`config.mk`:
```
export PLATFORM = sky130hd
export DESIGN_NAME = counter_updown_mod_flat
export DESIGN_NICKNAME = d
export VERILOG_FILES = /design/src/rtl/counter_updown_mod_if.sv /design/src/rtl/counter_updown_mod.sv /design/src/flat_wrapper.sv
export SDC_FILE = /design/constraint.sdc
export NUM_CORES = 1
export LEC_CHECK = 0
export BUFFER_PORTS_ARGS = -buffer_cell sky130_fd_sc_hd__buf_2
export CAP_MARGIN = 5
export CORE_UTILIZATION = 50
export CTS_CLUSTER_SIZE = 8
export DETAILED_ROUTE_END_ITERATION = 6
export PLACE_DENSITY = 0.78
export SYNTH_ARGS = -nofsm -noshare
export SYNTH_HDL_FRONTEND = slang
export SYNTH_SLANG_ARGS = --single-unit
```
`constraint.sdc`:
```
create_clock -name i_clk -period 1.7 [get_ports i_clk]
set_input_delay 0 -clock i_clk [delete_from_list [all_inputs] [get_ports i_clk]]
set_output_delay 0 -clock i_clk [all_outputs]
set_load 0.01 [all_outputs]
```
`src/rtl/counter_updown_mod_if.sv`:
```
// Control/status bundle for counter_updown_mod.
// The master drives count controls; the slave (the counter) returns count and flags.
interface counter_updown_mod_if #(
   parameter int unsigned WIDTH = 8
);
   logic             en;
   logic             up_dn;
   logic             load;
   logic [WIDTH-1:0] d;
   logic             clr_ovf;
   logic [WIDTH-1:0] q;
   logic             tc;
   logic             wrap;
   logic             ovf;

   modport master (
      output en, up_dn, load, d, clr_ovf,
      input  q, tc, wrap, ovf
   );

   modport slave (
      input  en, up_dn, load, d, clr_ovf,
      output q, tc, wrap, ovf
   );
endinterface

```
`src/rtl/counter_updown_mod.sv`:
```
// Up/down modulo counter with clamped parallel load, terminal-count decode,
// one-cycle wrap pulse and sticky overflow flag.
module counter_updown_mod #(
   parameter int unsigned WIDTH    = 8,
   parameter int unsigned MOD_MAX  = (1 << WIDTH) - 1,
   parameter bit          SATURATE = 1'b0
) (
   input logic                  i_clk,
   input logic                  i_rst,
   counter_updown_mod_if.slave  bus
);
   localparam logic [WIDTH-1:0] LP_MAX   = MOD_MAX[WIDTH-1:0];
   // One bit wider so the clamp compare stays meaningful when MOD_MAX is all ones.
   localparam logic [WIDTH:0]   LP_MAX_X = {1'b0, LP_MAX};

   logic [WIDTH-1:0] r_q;
   logic             r_wrap;
   logic             r_ovf;

   logic             w_at_max;
   logic             w_at_zero;
   logic             w_tc;
   logic             w_bnd;
   logic [WIDTH-1:0] w_d_clamped;
   logic [WIDTH-1:0] w_q_nxt;

   assign w_at_max    = (r_q == LP_MAX);
   assign w_at_zero   = (r_q == '0);
   assign w_tc        = bus.up_dn ? w_at_max : w_at_zero;
   assign w_bnd       = bus.en & w_tc & ~bus.load;
   assign w_d_clamped = ({1'b0, bus.d} > LP_MAX_X) ? LP_MAX : bus.d;

   always_comb begin
      w_q_nxt = r_q;
      if (bus.load) begin
         w_q_nxt = w_d_clamped;
      end else if (bus.en) begin
         if (bus.up_dn) begin
            if (w_at_max) w_q_nxt = SATURATE ? LP_MAX : '0;
            else          w_q_nxt = r_q + WIDTH'(1);
         end else begin
            if (w_at_zero) w_q_nxt = SATURATE ? '0 : LP_MAX;
            else           w_q_nxt = r_q - WIDTH'(1);
         end
      end
   end

   always_ff @(posedge i_clk) begin
      if (i_rst) begin
         r_q    <= '0;
         r_wrap <= 1'b0;
         r_ovf  <= 1'b0;
      end else begin
         r_q    <= w_q_nxt;
         r_wrap <= w_bnd;
         // A boundary event on the same edge as a clear keeps the flag set.
         if (w_bnd)            r_ovf <= 1'b1;
         else if (bus.clr_ovf) r_ovf <= 1'b0;
      end
   end

   assign bus.q    = r_q;
   assign bus.tc   = w_tc;
   assign bus.wrap = r_wrap;
   assign bus.ovf  = r_ovf;
endmodule

```
`src/flat_wrapper.sv`:
```
// flat-port wrapper written by rule: the top's interface ports become plain ports
module counter_updown_mod_flat 
#(
   parameter int unsigned WIDTH    = 8,
   parameter int unsigned MOD_MAX  = (1 << WIDTH) - 1,
   parameter bit          SATURATE = 1'b0
)
  (i_clk, i_rst, bus_en, bus_up_dn, bus_load, bus_d, bus_clr_ovf, bus_q, bus_tc, bus_wrap, bus_ovf);
  counter_updown_mod_if #(.WIDTH(WIDTH)) bus_i ();
  input logic i_clk;
  input logic i_rst;
  input wire logic [$bits(bus_i.en)-1:0] bus_en;
  input wire logic [$bits(bus_i.up_dn)-1:0] bus_up_dn;
  input wire logic [$bits(bus_i.load)-1:0] bus_load;
  input wire logic [$bits(bus_i.d)-1:0] bus_d;
  input wire logic [$bits(bus_i.clr_ovf)-1:0] bus_clr_ovf;
  output wire logic [$bits(bus_i.q)-1:0] bus_q;
  output wire logic [$bits(bus_i.tc)-1:0] bus_tc;
  output wire logic [$bits(bus_i.wrap)-1:0] bus_wrap;
  output wire logic [$bits(bus_i.ovf)-1:0] bus_ovf;
  assign bus_i.en = bus_en;
  assign bus_i.up_dn = bus_up_dn;
  assign bus_i.load = bus_load;
  assign bus_i.d = bus_d;
  assign bus_i.clr_ovf = bus_clr_ovf;
  assign bus_q = bus_i.q;
  assign bus_tc = bus_i.tc;
  assign bus_wrap = bus_i.wrap;
  assign bus_ovf = bus_i.ovf;
  counter_updown_mod #(.WIDTH(WIDTH), .MOD_MAX(MOD_MAX), .SATURATE(SATURATE)) u_core (.i_clk(i_clk), .i_rst(i_rst), .bus(bus_i));
endmodule
```
==> results.py <==
metrics = {
    "placed_design": {
        "dpl_cell_area_sq_um": 1030,
        "dp_hpwl_mm": 1.68,
        "globalplace.congestion": 0.881,
        "port_buffers": 24,
        "place_ws_ps": 121,
        "dp.cells": 162,
    },
    "critical_path": {
        "required_ps": 1700,
        "cp-end-kind": "primary output",
        "crit_chain": "buf_4, nor4_4, and2_4, a22oi_2, inv_1, buf_2",
        "arrival_ps": 1590,
        "path_buf_inv": 3,
        "reg2regPathDepth": 6,
        "crit_type": "reg -> out",
        "cpMaxStageDelayCell": "dfxtp_1",
        "r2r-start": "u_core.bus.q[0]",
        "rr_endpoint": "u_core.bus.q[4]",
        "crit_start": "u_core.bus.q[2]",
        "start_kind": "register",
        "critPathMaxStageDelay_ps": 370,
        "r2r_setup_slack_ps": 130,
        "path_max_fanout": 7,
        "cp_top_family": "simple AND/OR/NAND/NOR gates",
    },
    "global_routing": {
        "grt_max_degree": 18,
        "grt_pass1_vias": 890,
        "grt_usage_pct": 27.4,
        "antenna_found_initial": 0,
        "grt_pass1_wl_mm": 3.88,
        "grt_overflow_total": 0,
    },
    "sta": {
        "finalCriticalPeriod_ps": 1590,
        "hold_viol_final": 0,
        "totalNegativeSetupSlack_ps": 0,
        "skew_ps": 3.49,
        "report.final.slew_viol_count": 0,
        "whs_ps": 4.68,
        "worst_pin_slew_ps": 390,
        "finalWorstSetupSlack_ps": 106,
        "post-route-period-util_pct": 93.8,
        "rsz0062_at_grt": "no",
        "fmax_mhz": 627,
        "max_slew_margin_pct": 73.9,
        "setup_viol": 0,
    },
    "min_path": {
        "hold_depth": 3,
        "hp-class": "in -> reg",
        "hold_end": "u_core.bus.q[6]",
        "worstHoldStart": "bus_d[6]",
    },
    "die": {
        "die_x_um": 43.3,
        "dieArea_sq_um": 1880,
        "die_h_um": 43.3,
        "initial_core_util_pct": 54.8,
        "core_region_area_sq_um": 1560,
        "num_rows": 14,
        "io-pin-count": 25,
    },
    "power": {
        "peakVddDrop_v": 0.000500,
        "p_leak_nw": 0.500,
        "cellPowerDensity_nw_per_um2": 643,
    },
    "clocking": {
        "root_buffer": "clkbuf_4",
        "cts.path.max_buffers": 2,
        "cts.clk_slew.worst_paths_ps": 60,
        "cts_setup_buffers": 0,
        "clk_latency_ps": 270,
        "cts_tree": "yes",
        "cts_buffers": 3,
        "htree_levels": 1,
        "clkSinkCount": 10,
    },
    "synth": {
        "synthTopCellsByArea": "dfxtp_1 (23%), o21ai_0 (6.4%), nand2_1 (5.7%), a21oi_1 (4.7%), ha_1 (4.4%)",
        "syn_avg_cell_area_sq_um": 7.06,
        "ys_seq_area_share_pct": 23.4,
        "synth_cells": 121,
        "syn_area_sq_um": 855,
        "synthArstFlopShare_pct": 0,
        "synth_top_area_cell": "dfxtp_1",
        "synth_top_area_share_pct": 23.4,
        "synth_warnings": 0,
        "ys_ff_latch": 10,
        "synth.distinct_cells": 40,
        "synth_edf_count": 0,
        "syn_nets": 138,
        "synthFlopType": "dfxtp_1",
    },
    "drt": {
        "drtIter0Drc": 64,
        "drc": 6,
        "viasPerCell": 6.07,
        "drt-wirelength-per-cell_um": 13.9,
        "detail-route-antenna-nets": 0,
        "drtPass1Iterations": 6,
        "wl_mm": 2.33,
        "via_count": 1020,
    },
    "final_layout": {
        "n_antenna_cell": 0,
        "final_cell_mix": "buf_2 (24), nand2_1 (13), o21ai_0 (11)",
        "layout-drive-gt1-share_pct": 30.3,
        "nets": 171,
        "final_area_sq_um": 1100,
        "layout_commonest_cell": "buf_2",
        "area_growth_pct": 29.1,
        "fin_cells": 168,
    },
    "run": {
        "max-cap-violations": 0,
    },
    "run_status": {
        "violations": "design-rule violations",
        "status": "finished with violations",
    },
}
==> worst min-delay path, cell delays in order <==
cell and delay, ps:
buf_2 70, a21oi_1 50, o32ai_1 110
==> synth_stat cells (2+ instances only) <==
cell       n
clkbuf_1   5
inv_1      9
or3_1      2
a21oi_1    8
nor3_1     6
nand2_1   13
mux2i_1    2
xnor2_1    2
a31oi_1    3
o21ai_0   11
buf_2      3
o31ai_1    5
nor2b_1    3
nor3b_1    2
dfxtp_1   10
nor2_1     8
nand3_1    3
ha_1       3
a41oi_1    2
==> metrics by stage <==
stage	total power, mW	util, %
6_report	0.710	70.8
5_1_grt	0.753	70.8
4_1_cts	0.708	70.2
3_5_place_dp	0.528	66.0
3_3_place_gp	0.521	66.0
2_1_floorplan	0.444	-
==> final cells by class <==
type / instances / area [sq um]
repair buffers: 37 / 225
well taps: 16 / 20.0
fillers: 136 / 455
multi-input cells: 93 / 601
clock buffers: 3 / 22.5
flip-flops and latches: 10 / 201
inverters: 9 / 33.8
==> sequential cells by signal (all words and copies together) (netlist names) <==
register and flops:
u_core.bus.q 8, u_core.bus.wrap 1, u_core.bus.ovf 1
==> what timing repair did <==
action | in CTS | in global routing
gates resized for setup | 2 | 3
hold buffers | 3 | 0
hold endpoints to repair | 3 | 0
pin swaps | 0 | 1
setup endpoints to repair | 1 | 1
==> worst max path at each step <==
stage                      end  slack [ps]  cells past startpoint
4_1_cts                 bus_tc          40                      6
3_3_place_gp   u_core.bus.q[0]         150                      6
6_report                bus_tc         110                      6
2_1_floorplan  u_core.bus.q[7]         110                      5
5_1_grt        u_core.bus.q[6]          30                      7
3_5_place_dp   u_core.bus.q[0]         120                      6
==> where the power goes <==
group | switching, mW | internal [mW] | leakage [nW]
clock network | 0.0822 | 0.0819 | 0.0138
logic | 0.140 | 0.126 | 0.403
registers | 0.0285 | 0.252 | 0.0828
==> cells by family (layout without fill, tap and decap cells) <==
| family | count (synthesis) | in the layout | synth area share [%] |
|---|---|---|---|
| AO/OA/AOI/OAI | 40 | 40 | 31.0 |
| XOR/XNOR | 3 | 3 | 3.08 |
| multiplexers | 2 | 2 | 2.34 |
| adder cells (fa/ha/maj) | 3 | 3 | 4.39 |
| flip-flops | 10 | 10 | 23.4 |
| AND/OR/NAND/NOR | 45 | 45 | 26.9 |
| buffers and inverters | 18 | 49 | 8.78 |
==> routing by layer <==
| metal | track usage [%] | share of wire (%) |
|---|---|---|
| met1 | 33.0 | 43 |
| met3 | 6.67 | 7.5 |
| met5 | 0 | 0 |
| met2 | 47.3 | 48 |
| met4 | 10.0 | 2.1 |
Note: power is estimated with default switching activity, not from simulation.
